## config.mk

```make
export PLATFORM = sky130hd
export DESIGN_NAME = mac_scheduler
export DESIGN_NICKNAME = d
export VERILOG_FILES = /design/src/rtl/gnn_pkg.sv /design/src/rtl/res_fifo.sv /design/src/rtl/mac_scheduler.sv
export SDC_FILE = /design/constraint.sdc
export NUM_CORES = 1
export LEC_CHECK = 0
export CELL_PAD_IN_SITES_DETAIL_PLACEMENT = 0
export CELL_PAD_IN_SITES_GLOBAL_PLACEMENT = 1
export CORE_UTILIZATION = 48
export CTS_CLUSTER_DIAMETER = 120
export CTS_CLUSTER_SIZE = 24
export DETAILED_ROUTE_END_ITERATION = 10
export HOLD_SLACK_MARGIN = 0.06
export PLACE_DENSITY = 0.94
export SLEW_MARGIN = 20
export SYNTH_ARGS = -nofsm -noshare
export SYNTH_HDL_FRONTEND = slang
export SYNTH_SLANG_ARGS = --single-unit
```

## constraint.sdc

```tcl
create_clock -name clk -period 3.6 [get_ports clk]
set_input_delay 0.54 -clock clk [delete_from_list [all_inputs] [get_ports clk]]
set_output_delay 0.54 -clock clk [all_outputs]
set_load 0.005 [all_outputs]
```

## src/rtl/gnn_pkg.sv

```systemverilog
// Shared types and default widths for the GNN feature-transform datapath.
package gnn_pkg;

    localparam int DEF_MAC_IN_SIZE  = 5;
    localparam int DEF_W_SIZE       = 5;
    localparam int DEF_MAC_OUT_SIZE = 13;
    localparam int DEF_ADDR_W       = 8;
    localparam int DEF_FIFO_DEPTH   = 4;

    typedef enum logic [1:0] {
        IDLE  = 2'd0,
        RUN   = 2'd1,
        DRAIN = 2'd2
    } sched_state_e;

endpackage

```

## src/rtl/res_fifo.sv

```systemverilog
// Synchronous result FIFO with occupancy count; storage clears on reset.
module res_fifo #(
    parameter int WIDTH = 60,
    parameter int DEPTH = 4
) (
    input  logic                       clk,
    input  logic                       rst_n,
    input  logic                       push,
    input  logic [WIDTH-1:0]           wdata,
    input  logic                       pop,
    output logic [WIDTH-1:0]           rdata,
    output logic                       empty,
    output logic [$clog2(DEPTH):0]     count
);

    localparam int AW = $clog2(DEPTH);

    logic [WIDTH-1:0] mem [DEPTH];
    logic [AW-1:0]    wp, rp;
    logic             full, do_push, do_pop;

    assign empty   = (count == '0);
    assign full    = (count == (AW+1)'(DEPTH));
    assign do_pop  = pop && !empty;
    assign do_push = push && (!full || do_pop);
    assign rdata   = mem[rp];

    always_ff @(posedge clk or negedge rst_n) begin
        if (!rst_n) begin
            for (int k = 0; k < DEPTH; k++) mem[k] <= '0;
            wp    <= '0;
            rp    <= '0;
            count <= '0;
        end else begin
            if (do_push) begin
                mem[wp] <= wdata;
                wp      <= wp + AW'(1);
            end
            if (do_pop) rp <= rp + AW'(1);
            case ({do_push, do_pop})
                2'b10:   count <= count + (AW+1)'(1);
                2'b01:   count <= count - (AW+1)'(1);
                default: count <= count;
            endcase
        end
    end

    // The scheduler's credit check must make this impossible.
    assert property (@(posedge clk) disable iff (!rst_n) !(push && full && !pop));

endmodule

```

## src/rtl/mac_scheduler.sv

```systemverilog
// Sequences feature reads through the 4x4 MAC and streams results out in node order.
//  state | meaning
//  IDLE  | waiting for start; weight writes accepted
//  RUN   | issuing feature reads while result credit is available
//  DRAIN | all reads issued; waiting for the last result to be accepted
module mac_scheduler
    import gnn_pkg::*;
#(
    parameter int MAC_IN_SIZE  = DEF_MAC_IN_SIZE,
    parameter int W_SIZE       = DEF_W_SIZE,
    parameter int MAC_OUT_SIZE = DEF_MAC_OUT_SIZE,
    parameter int ADDR_W       = DEF_ADDR_W,
    parameter int FIFO_DEPTH   = DEF_FIFO_DEPTH
) (
    input  logic                      clk,
    input  logic                      rst_n,
    input  logic                      start,
    input  logic [ADDR_W:0]           num_nodes,
    output logic                      busy,
    output logic                      done,
    input  logic                      wcfg_we,
    input  logic [3:0]                wcfg_addr,
    input  logic [W_SIZE-1:0]         wcfg_data,
    output logic                      feat_rd_en,
    output logic [ADDR_W-1:0]         feat_addr,
    input  logic [4*MAC_IN_SIZE-1:0]  feat_rdata,
    output logic [4*MAC_IN_SIZE-1:0]  mac_x,
    output logic [16*W_SIZE-1:0]      mac_w,
    output logic                      mac_in_ready,
    input  logic                      mac_ready,
    input  logic [4*MAC_OUT_SIZE-1:0] mac_out,
    output logic                      out_valid,
    input  logic                      out_ready,
    output logic [ADDR_W-1:0]         out_addr,
    output logic [4*MAC_OUT_SIZE-1:0] out_data
);

    localparam int CW = $clog2(FIFO_DEPTH) + 1;
    localparam int DW = ADDR_W + 4*MAC_OUT_SIZE;

    sched_state_e      state, state_nx;
    logic [ADDR_W:0]   rd_ptr, num_q;
    logic [W_SIZE-1:0] w_q [16];
    logic              v1, v2, zero_done;
    logic [ADDR_W-1:0] a1, a2;
    logic [CW-1:0]     fifo_count;
    logic [CW:0]       used;
    logic              fifo_empty, pop, issue, drain_exit;
    logic [DW-1:0]     fifo_rdata;

    // Credit counts both queued results and reads still travelling through the MAC.
    assign used = (CW+1)'(fifo_count) + (CW+1)'(v1) + (CW+1)'(v2);

    always_comb begin
        state_nx   = state;
        issue      = 1'b0;
        drain_exit = 1'b0;
        case (state)
            IDLE: if (start && num_nodes != '0) state_nx = RUN;
            RUN: begin
                issue = (used < (CW+1)'(FIFO_DEPTH));
                if (issue && (rd_ptr + (ADDR_W+1)'(1) == num_q)) state_nx = DRAIN;
            end
            DRAIN: begin
                drain_exit = !v1 && !v2 && (fifo_count == CW'(1)) && pop;
                if (drain_exit) state_nx = IDLE;
            end
            default: state_nx = IDLE;
        endcase
    end

    always_ff @(posedge clk or negedge rst_n) begin
        if (!rst_n) begin
            state     <= IDLE;
            rd_ptr    <= '0;
            num_q     <= '0;
            v1        <= 1'b0;
            v2        <= 1'b0;
            a1        <= '0;
            a2        <= '0;
            zero_done <= 1'b0;
        end else begin
            state     <= state_nx;
            zero_done <= (state == IDLE) && start && (num_nodes == '0);
            if (state == IDLE && start) begin
                rd_ptr <= '0;
                num_q  <= num_nodes;
            end else if (issue) begin
                rd_ptr <= rd_ptr + (ADDR_W+1)'(1);
            end
            v1 <= issue;
            a1 <= rd_ptr[ADDR_W-1:0];
            v2 <= v1;
            a2 <= a1;
        end
    end

    always_ff @(posedge clk or negedge rst_n) begin
        if (!rst_n) begin
            for (int k = 0; k < 16; k++) w_q[k] <= '0;
        end else if (state == IDLE && wcfg_we) begin
            w_q[wcfg_addr] <= wcfg_data;
        end
    end

    always_comb begin
        mac_w = '0;
        for (int k = 0; k < 16; k++) mac_w[k*W_SIZE +: W_SIZE] = w_q[k];
    end

    assign busy         = (state != IDLE);
    assign done         = drain_exit || zero_done;
    assign feat_rd_en   = issue;
    assign feat_addr    = rd_ptr[ADDR_W-1:0];
    assign mac_x        = feat_rdata;
    assign mac_in_ready = v1;
    assign out_valid    = !fifo_empty;
    assign pop          = out_valid && out_ready;
    assign out_addr     = fifo_rdata[DW-1 -: ADDR_W];
    assign out_data     = fifo_rdata[4*MAC_OUT_SIZE-1:0];

    res_fifo #(.WIDTH(DW), .DEPTH(FIFO_DEPTH)) u_res_fifo (
        .clk   (clk),
        .rst_n (rst_n),
        .push  (mac_ready),
        .wdata ({a2, mac_out}),
        .pop   (pop),
        .rdata (fifo_rdata),
        .empty (fifo_empty),
        .count (fifo_count)
    );

endmodule
```

== Yosys cells after proc, flatten, opt, wreduce, memory -nomap -nowiden ==
Cells that the tools add are included.

* $add $sub $neg: 7
* Equal/unequal tests: 10
* Bitwise gates (word level): 3
* Reduce and logical (&&, ||, !) cells: 27
* Muxes and demuxes: 18
* $lt $le $gt $ge: 6

{| class="wikitable"
|+ Operator list
! kind !! count
|-
| bitwise mux 240 bit || 1
|-
| two-way mux 60 bit || 3
|-
| binary-select mux 60 bit (select 2 bit) || 1
|-
| demux 60 bit (select 2 bit) || 1
|-
| bitwise mux 80 bit || 1
|-
| demux 5 bit (select 4 bit) || 1
|-
| two-way mux 9 bit || 2
|-
| logical AND 1 bit || 13
|-
| adder 9 x 1 -> 9 bit (second input constant) || 1
|-
| equality test 9 bit || 1
|-
| logical NOT 9 bit || 1
|-
| nonzero test 9 bit || 1
|-
| greater-or-equal comparator 3 bit (second input constant) || 2
|-
| two-way mux 2 bit || 3
|-
| inequality test 2 bit (second input constant) || 3
|-
| inverter 2 -> 3 bit || 2
|-
| case mux 2 bit (3 select lines) || 1
|-
| case mux 3 bit (2 select lines) || 1
|-
| nonzero test 2 bit || 3
|-
| greater-or-equal comparator 5 bit (second input constant) || 1
|-
| < comparator 5 x 1 -> 1 bit (second input constant) || 1
|-
| two-way mux 5 bit || 1
|-
| inverter 4 -> 5 bit || 1
|-
| adder 2 x 1 -> 2 bit (second input constant) || 2
|-
| 16 further kinds || 23
|}

* Bits in registers: 366
* Logic and storage cells: 102
* Output and inout port bits: 173

== Longest topological paths before layout ==
Gate-level depths: netlist of run 1.

* Depth in word-level cells: 8
* Mapped depth: 10

== Hierarchy ==
From an unflattened synthesis of run 1, not the netlist that was laid out.

* Cells, all modules: 991
* Area total of the unflattened synthesis: 15822.7 sq um

{| class="wikitable"
|+ By module, submodules not included
! module !! area an instance (sq um) !! cells an instance !! times used
|-
| res_fifo || 10831.6 || 618 || 1
|-
| mac_scheduler || 4991.0 || 373 || 1
|}

== Worst setup path after synthesis of run 1 ==
No wires, ideal clock.

* Kind: reg2reg
* From: reg rd_ptr[0]
* To: reg state[0]
* Setup time: 119 ps
* Cell stages (with the launch flop): 7
* Path slack: 1620 ps
* Buffers on the path: 0
* Arrival: 1861 ps
* Clock period less this slack: 1980 ps
* Cell sequence: dfrtp_1 ha_1 nand2_1 nor4b_1 a31oi_1 or4_4 o21a_1

* Longest elaborated chain between the ends: 5

{| class="wikitable"
|+ RTL lines
! item !! RTL line !! source
|-
| start: declaration || mac_scheduler.sv:42 || <nowiki>logic [ADDR_W:0] rd_ptr, num_q;</nowiki>
|-
| start signal: assignment || mac_scheduler.sv:89 || <nowiki>rd_ptr <= rd_ptr + (ADDR_W+1)'(1);</nowiki>
|-
| adder 9 x 1 -> 9 bit || mac_scheduler.sv:62 || <nowiki>if (issue && (rd_ptr + (ADDR_W+1)'(1) == num_q)) state_nx = DRAIN;</nowiki>
|-
| equality test 9 bit || mac_scheduler.sv:62 ||
|-
| logical AND 1 bit || mac_scheduler.sv:62 ||
|-
| inequality test 2 bit (no line) || - ||
|-
| AND reduction 3 bit (no line) || - ||
|-
| end signal: assignment || mac_scheduler.sv:83 || <nowiki>state <= state_nx;</nowiki>
|-
| end: declaration || mac_scheduler.sv:41 || <nowiki>sched_state_e state, state_nx;</nowiki>
|}

No other way between the ends.
A chain may end at the register's enable or synchronous reset.

== Worst setup path after layout of run 1 ==
* From: reg u_res_fifo.rp[0]
* To: out out_data[3]

* Longest elaborated chain between the ends: 4

{| class="wikitable"
|+ RTL lines
! item !! RTL line !! source
|-
| start: declaration || res_fifo.sv:19 || <nowiki>logic [AW-1:0] wp, rp;</nowiki>
|-
| start signal: assignment || res_fifo.sv:39 || <nowiki>if (do_pop) rp <= rp + AW'(1);</nowiki>
|-
| inverter 2 -> 3 bit (implied by the code) || res_fifo.sv:26 || <nowiki>assign rdata = mem[rp];</nowiki>
|-
| binary-select mux 60 bit (select 2 bit) || res_fifo.sv:26 ||
|-
| two-way mux 60 bit (implied by the code) (2 in a row) || res_fifo.sv:26 ||
|-
| end: declaration || mac_scheduler.sv:35 || <nowiki>output logic [4*MAC_OUT_SIZE-1:0] out_data</nowiki>
|}

No other way between the ends. The select of a mux whose other input is x is not followed.

==> metrics.md, run 1 <==
| Metric | Value |
|---|---|
| Area of the multi-input gates | `6077 um^2` |
| Postcts setup bufs | `0` |
| Post-synth cell types | `43` |
| Vias in the first global route | `9574` |
| Total grt overflow | `0` |
| Hpwl dp | `22030 um` |
| Antenna fix cells | `0` |
| Clock root cell | `clkbuf_16` |
| Slew Limit Fails | `0` |
| Cts bufs inserted | `19` |
| Asr flop ratio synth | `1.000` |
| CP arrival | `2.74 ns` |
| Syn avg cell area | `15.75 um^2` |
| Vias per Instance | `5.535` |
| Internal Power | `10990 uW` |
| WP data required | `3.06 ns` |
| Residual DRC | `0` |
| CTS tree | `built` |
| CP Capture Type | `primary output` |
| H-tree depth | `1` |
| Leakage | `0.008129 uW` |
| Initial antenna violation count | `2` |
| Via count | `8950` |
| Relative slew slack | `0.3952` |
| P per Cell Area | `823.5 nW/um^2` |
| Startpoint Class | `flip-flop` |
| First-pass GRT wire length | `53440 um` |
| Clock Skew | `0.02336 ns` |
| Unrepaired setup endpoints after global routing | `no` |
| RD Place Congestion | `0.7694` |
| Reg-to-reg critical path startpoint | `u_res_fifo.count[1]` |
| Cells after Synth | `996` |
| Cts repair resizes | `0` |
| Fmax | `305.1 MHz` |
| Predominant post-synthesis flop cell | `dfrtp_1` |
| Number of synthesized flops with an enable pin | `0` |
| Flop pwr share | `0.437` |
| Mapped Area | `15690 um^2` |
| Worst min path class | `in2async` |
| Initial core utilization | `0.4920` |
| Die width | `182.8 um` |
| IO Pins | `269` |
| Clk buf depth | `3` |
| Fin Setup TNS | `0 ns` |
| Reg2Reg Depth | `7` |
| Hold Buf Count CTS | `0` |
| Detail Route Antenna Nets | `0` |
| Switching portion of total power | `0.2920` |
| Die height | `182.8 um` |
| Maxcap violations | `0` |
| Core area | `31880 um^2` |
| Routed WL | `33030 um` |
| Clk pwr share | `0.145` |
| Outcome | `completed` |
| Critical path class | `reg2out` |
| WHS | `0.05110 ns` |
| Syn. warnings | `0` |
| Tot GR Track Use | `0.2013` |
| # rows | `65` |
| Pin count of the biggest net entering global routing | `101` |
| Clock Latency Late Sink | `0.52 ns` |
| Fill count | `2478` |
| Clock sinks | `366` |
| Final nets | `1289` |
| CP max FO | `28` |
| Seq/Total Area, Yosys | `0.5839` |
| Proportion of layout cells with a drive suffix above 1 | `0.3706` |
| Hold Fails Final Rpt | `0` |
| Final Setup Violations | `0` |
| Gate power share | `0.418` |
| DR iter-0 viols | `462` |
| Post-DR wirelength/cell | `20.42 um` |
| Period utilization | `0.9104` |
| Sw power | `4532 uW` |
| Clk pin slew, worst setup/hold paths | `0.10 ns` |
| Area of the die | `33410 um^2` |
| Register area | `9164 um^2` |
| Area grow syn2layout | `20.15%` |
| Synth Net Count | `1103` |
| Peak VDD IR | `541.4 uV` |
| Final min period | `3.278 ns` |
| R2R setup slack | `1.15 ns` |
| Drt first pass iters | `6` |
| Port Buffer Count | `228` |
| Post-synthesis register bit count | `366` |
| Worst R2R End | `u_res_fifo.mem[154]` |
| Worst slew pin tran | `0.9003 ns` |
-- routing by layer --
metal / vias up / wire [um] / track usage
li1: 3947 / - / -
met1: 4729 / 14330 / 0.2712
met2: 229 / 15460 / 0.3247
met3: 41 / 2724 / 0.06513
met4: 4 / 483 / 0.03400
met5: - / 26 / 0
-- cell type report --
type | instances | area share
multi-input cells | 543 | 0.3224
flip-flops and latches | 366 | 0.4862
well taps | 435 | 0.02888
inverters | 8 | 0.001593
repair buffers | 244 | 0.1344
clock buffers | 20 | 0.02543
clock inverters | 1 | 0.001062
-- cells by family after synthesis --
group | count (synthesis) | share of synthesized area
AOI/OAI and AO/OA | 37 | 0.01412
xor gates and xnor gates | 17 | 0.01045
adders and majority gates | 11 | 0.008774
buffers and inverters | 87 | 0.03063
DFF | 366 | 0.5839
muxes | 390 | 0.3230
and+or+nand+nor | 88 | 0.02919
-- placed cells by master (no fill, tap or decap), drive strengths merged, types with 7 or more instances in the layout --
| master | instances |
|---|---|
| a21oi | 7 |
| buf | 17 |
| clkbuf | 20 |
| clkdlybuf4s50 | 227 |
| dfrtp | 366 |
| ha | 11 |
| inv | 9 |
| mux2 | 329 |
| mux4 | 60 |
| nand2 | 27 |
| nand3 | 9 |
| nor2 | 21 |
| o21ai | 16 |
| xnor2 | 13 |
-- cell usage after synthesis, types with 8 or more instances --
master | instances | area, um^2
mux2_2 | 329 | 3705
nor2_1 | 18 | 67.56
ha_1 | 11 | 137.6
clkbuf_1 | 18 | 67.56
nand3_1 | 9 | 45.04
buf_4 | 31 | 232.7
nand2_1 | 27 | 101.4
xnor2_1 | 13 | 113.9
o21ai_0 | 15 | 75.07
buf_2 | 30 | 150.1
mux4_2 | 60 | 1351
inv_1 | 8 | 30.03
dfrtp_1 | 366 | 9159
-- worst max path at each step --
stage / endpoint / depth (start not counted) / start
after floorplan: state[0] / 6 / rd_ptr[0]
after global placement: out_data[3] / 3 / u_res_fifo.rp[0]
after detailed placement: out_data[3] / 3 / u_res_fifo.rp[0]
after CTS: out_data[3] / 3 / u_res_fifo.rp[0]
after global routing: out_data[3] / 3 / u_res_fifo.rp[0]
final: out_data[3] / 3 / u_res_fifo.rp[0]
-- registers in the layout (all words and copies together), names as in the netlist --
register,count
a1,8
a2,8
mac_in_ready,1
mac_w,80
num_q,9
rd_ptr,9
state,2
u_res_fifo.count,3
u_res_fifo.mem,240
u_res_fifo.rp,2
u_res_fifo.wp,2
v2,1
zero_done,1
-- power groups by stage --
stage | Combinational, uW | Clock (uW) | Sequential [uW]
floorplan | 4010 | 0 | 6400
detailed placement | 6570 | 0 | 6870
CTS | 6590 | 2340 | 6790
global route | 6990 | 2470 | 7000
global placement | 6410 | 0 | 6780
finish | 6490 | 2250 | 6780
-- critical path, cell delays in order, from the launching register on --
cell and delay [ns]:
dfrtp_4 0.86, buf_12 0.29, mux4_2 0.54, clkdlybuf4s50_1 0.52
-- metrics by stage --
step	std cells	cell area (um^2)	power (uW)	utilization	worst slack, ns
2_1_floorplan	996	15690	10410	-	1.620
3_3_place_gp	1596	18350	13190	0.5755	0.8216
3_5_place_dp	1596	18350	13440	0.5755	0.8183
4_1_cts	1617	18850	15710	0.5912	0.2254
5_1_grt	1617	18850	16450	0.5912	0.1500
6_report	1617	18850	15520	0.5912	0.3224
Note: power is estimated with default switching activity, not from simulation.
==> run 2, diff against run 1 <==
--- a/config.mk
+++ b/config.mk
@@ -13,7 +13,6 @@
 export DETAILED_ROUTE_END_ITERATION = 10
 export HOLD_SLACK_MARGIN = 0.06
 export PLACE_DENSITY = 0.94
-export SLEW_MARGIN = 20
 export SYNTH_ARGS = -nofsm -noshare
 export SYNTH_HDL_FRONTEND = slang
 export SYNTH_SLANG_ARGS = --single-unit
==> results of run 2 <==
No change in the layout: final DEF, timing and power equal those of run 1.
==> RTL change 1, RTL diff (settings of run 2) <==
Set the package constant `DEF_MAC_OUT_SIZE` to 14 (it was 13).
--- a/src/rtl/gnn_pkg.sv
+++ b/src/rtl/gnn_pkg.sv
@@ -3,7 +3,7 @@
 
     localparam int DEF_MAC_IN_SIZE  = 5;
     localparam int DEF_W_SIZE       = 5;
-    localparam int DEF_MAC_OUT_SIZE = 13;
+    localparam int DEF_MAC_OUT_SIZE = 14;
     localparam int DEF_ADDR_W       = 8;
     localparam int DEF_FIFO_DEPTH   = 4;
 
Ports: changed (resized mac_out and out_data); port bits go from 269 to 277. No check against the original RTL was run, so the function may have changed too.
==> RTL change 1 against run 2 <==
  * Final cell count increased by 3.8%
  * Synthesized area increased by 4.5%
  * Largest power group unchanged
  * First-iteration DRC count decreased by 13%
  * Cell area increased by 4.2%
  * Wire length increased by 5.1%
  * Count of clock-buffer cells in the layout increased by 2
  * Total power increased by 6.4%
  * Worst setup slack got worse by 8.1 ps
  * Highest routed layer is now met4
  * Sequential cell count increased by 16
==> RTL change 1: results (changes against run 2) <==
* Post-Syn Nets at 1,143 (+3.6%)
* TritonRoute pass-1 iters at 4 (-2)
* CP max-delay cell: a2111o_1
* Setup crit end: feat_rd_en
* Hold-fix buffers, CTS at 1 (+1)
* Switching pwr at 4860 µW (+7.3%)
* CP startpoint: u_res_fifo.count[0]
* Comb group at 7110 µW (+9.6%)
* M2 GR Usage at 34.4% (+1.9 points)
* Family with the most delay on the worst path: compound AO/OA/AOI/OAI gates
* WHS at 356 ps (+305 ps)
* Seq/Total Area, Yosys at 58.3% (-0.080 points)
* WL/cell at 20.7 µm (+1.2%)
* Initial antenna violation count at 0 (-2)
* Total Power at 16,500 µW (+6.4%)
* Placer Congestion at 0.793 (+3.0%)
* Met3 WL at 2370 µm (-13%)
* Highest routed layer: met4
* HPWL Detailed at 23,200 µm (+5.2%)
* Max reg flops at 256 (+6.7%)
* 1st-iter DRT viols at 401 (-13%)
* Multiplexer area fraction after synthesis at 32.5% (+0.25 points)
* RR Endpoint: state[1]
* Synth unique cells at 51 (+19%)
* Crit path time final at 3290 ps (+8.14 ps)
* Post-route insts no fill at 1,678 (+3.8%)
* Nets@finish at 1,339 (+3.9%)
* VDD IR max at 565 µV (+4.4%)
* Placed insts at 1,654 (+3.6%)
* Met2 WL at 16,900 µm (+9.0%)
* Compound-Gate Fraction of Synth Area at 1.60% (+0.18 points)
* Vias in the first global route at 10,400 (+8.7%)
* Largest net degree at the start of global routing at 100 (-0.99%)
* GRT Overall Usage at 20.5% (+0.41 points)
* Run status: completed
* Adder-cell share of the synthesized area at 0.840% (-0.038 points)
* Top cells by count, synth: dfrtp_1, mux2_2, mux4_2, mux2_1, buf_2
RTL change 1: cell count changes in the layout (fill, tap and decap cells not counted), moves of 3 or more:
cell                    run 2  this run
a21oi_1                     7         3
buf_4                       6         9
clkdlybuf4s50_1           227       235
dfrtp_1                   364       380
mux2_1                      0        34
mux2_2                    329       311
mux4_2                     60        64
nand2_2                     0         4
nand2_4                     4         0
nor2_1                     18        15
o21ai_0                    15         7
o21ai_1                     1         5
xnor2_1                    13         9
RTL change 1: kinds of logic after synthesis:
kind of cell	Yosys count
buffers and inverters	89
AO/OA/AOI/OAI	38
multiplexers	410
flip-flops	382
XOR/XNOR	15
AND/OR/NAND/NOR	87
adder cells (fa/ha/maj)	11
RTL change 1: final cells by class:
type                            count  area (µm²)
Clock buffer                       22         497
Clock inverter                      1        8.76
Fill cell                        2630       13900
Inverter                            9        33.8
Multi-Input combinational cell    561        6350
Sequential cell                   382        9560
Tap cell                          448         561
Timing Repair Buffer              255        2630
==> RTL change 2, RTL diff (flow settings as in run 2) <==
Made on the original files. Add an input register stage for `wcfg_we`, `wcfg_addr` and `wcfg_data`; this delays them by one clock. The other inputs are not delayed to match.
--- a/src/rtl/mac_scheduler.sv
+++ b/src/rtl/mac_scheduler.sv
@@ -37,6 +37,16 @@
 
     localparam int CW = $clog2(FIFO_DEPTH) + 1;
     localparam int DW = ADDR_W + 4*MAC_OUT_SIZE;
+
+    logic wcfg_we_q;
+    logic [3:0] wcfg_addr_q;
+    logic [W_SIZE-1:0] wcfg_data_q;
+
+    always_ff @(posedge clk) begin
+        wcfg_we_q   <= wcfg_we;
+        wcfg_addr_q <= wcfg_addr;
+        wcfg_data_q <= wcfg_data;
+    end
 
     sched_state_e      state, state_nx;
     logic [ADDR_W:0]   rd_ptr, num_q;
@@ -98,8 +108,8 @@
     always_ff @(posedge clk or negedge rst_n) begin
         if (!rst_n) begin
             for (int k = 0; k < 16; k++) w_q[k] <= '0;
-        end else if (state == IDLE && wcfg_we) begin
-            w_q[wcfg_addr] <= wcfg_data;
+        end else if (state == IDLE && wcfg_we_q) begin
+            w_q[wcfg_addr_q] <= wcfg_data_q;
         end
     end
 
Behaviour: not the same (a bounded check fails within 4 cycles, from zero or initial values and one cycle with rst_n low).
==> RTL change 2 against run 2 <==
  * Via count increased by 0.89%
  * Cell area increased by 1.4%
  * Largest power group unchanged
  * Critical path type unchanged
  * Synthesized cell count increased by 1.3%
  * Non-clock buffer count increased by 6
  * Total power increased by 1.6%
  * Wire length increased by 0.68%
  * Worst hold slack improved by 68 ps
  * Sequential power increased by 2%
  * Synthesized area increased by 1.3%
  * Worst setup slack got worse by 27 ps
  * Combinational power increased by 0.8%
  * Sequential cell count increased by 10
==> RTL change 2: results (changes against run 2) <==
* Placed Area at 18,600 µm² (+1.4%)
* Top FF cell, synth: dfrtp_1
* Crit path time final at 3300 ps (+27.3 ps)
* 1st-iter DRT viols at 289 (-37%)
* Seq/Total Area, Yosys at 58.9% (+0.50 points)
* Setup crit end: out_addr[2]
* H-tree level count at 1 (unchanged)
* VDD IR max at 434 µV (-20%)
* RR Endpoint: rd_ptr[5]
* HPWL Detailed at 22,200 µm (+0.90%)
* Run status: completed
* Ys async rst share at 97.3% (-2.7 points)
* Mapped Cells at 1,009 (+1.3%)
* Initial antenna violation count at 3 (+1)
* Post-Synth XOR/XNOR Area at 0.772% (-0.27 points)
* CP startpoint: u_res_fifo.rp[0]
* Share of layout cells above drive strength 1 at 37.2% (+0.11 points)
* WHS at 119 ps (+67.6 ps)
* Worst R2R Start: u_res_fifo.count[0]
* Top cells by count, synth: dfrtp_1, mux2_2, mux4_2, buf_2
* Clock slew at reported path FFs at 100 ps (about the same)
* PortBufs at 228 (unchanged)
* Warnings, synthesis at 0 (unchanged)
* Vias in the first global route at 9,697 (+1.3%)
* Compound-Gate Fraction of Synth Area at 1.68% (+0.27 points)
* Largest net degree at the start of global routing at 120 (+19%)
* Synth unique cells at 48 (+12%)
* Pleak at 0.00826 µW (+1.7%)
* Routed WL at 33,300 µm (+0.68%)
* Worst Reg-to-Reg Cells at 8 (+1)
* Top area cells in the synthesized netlist: dfrtp_1, mux2_2, mux4_2, buf_4, dfxtp_1
* Root Buffer: clkbuf_16
* Worst Clk Skew at 18.1 ps (-5.30 ps)
* Setup Buffers After CTS at 0 (unchanged)
* Vias per cell at 5.47 (-1.1%)
* Dpl ws at 788 ps (-30.3 ps)
* Worst-Margin Slew at 917 ps (+17.0 ps)
* Max reg flops at 240 (unchanged)
* Total CTS buffers at 19 (unchanged)
* CTS max path bufs at 3 (unchanged)
* Worst-path fanout max at 29 (+3.6%)
* PostCTS Resize Cnt at 0 (unchanged)
* Worst Hold Class: primary input to asynchronous set/reset pin
* Adder-cell share of the synthesized area at 0.866% (-0.011 points)
* Wire length of the first global-routing pass at 53,300 µm (-0.23%)
* Nets@finish at 1,309 (+1.6%)
* Post-Syn Nets at 1,116 (+1.2%)
* Internal reg-to-reg setup slack at 1000 ps (-150 ps)
* WL/cell at 20.2 µm (-1.3%)
* Placed insts at 1,623 (+1.7%)
* Register name with the most flops: u_res_fifo.mem
* Ant diodes at 0 (unchanged)
* Latest clock arrival within the worst-skew pair at roughly 530 ps
* GRT Overall Usage at 20.0% (-0.14 points)
* Multiplexer area fraction after synthesis at 31.9% (-0.42 points)
* TritonRoute pass-1 iters at 4 (-2)
* Placer Congestion at 0.772 (+0.35%)
==> RTL change 2: cell type report <==
type	instances	area (µm²)
Multi-Input combinational cell	546	6090
Tap cell	442	553
Sequential cell	376	9360
Timing Repair Buffer	250	2560
Clock buffer	26	502
Fill cell	2567	13400
Clock inverter	1	8.76
Inverter	9	33.8
==> RTL change 2: per-layer routing <==
metal / vias to the layer above / global-route usage, % / share of wire [%]
met5: - / 0 / 0.075
met1: 4746 / 26.4 / 43
met3: 36 / 5.88 / 8.1
li1: 4010 / - / -
met2: 234 / 33.2 / 48
met4: 4 / 3.37 / 1.4
==> RTL change 2: worst max-delay path, stage by stage (launching register included) <==
cell             delay (ps)
dfrtp_4                 850
buf_4                   370
mux4_2                  550
clkdlybuf4s50_1         460
==> RTL change 2: power breakdown <==
group | total (µW) | internal [µW] | switching (µW)
Combinational | 6540 | 4300 | 2250
Clock | 2280 | 985 | 1300
Sequential | 6940 | 5890 | 1050
Total | 15800 | 11200 | 4600
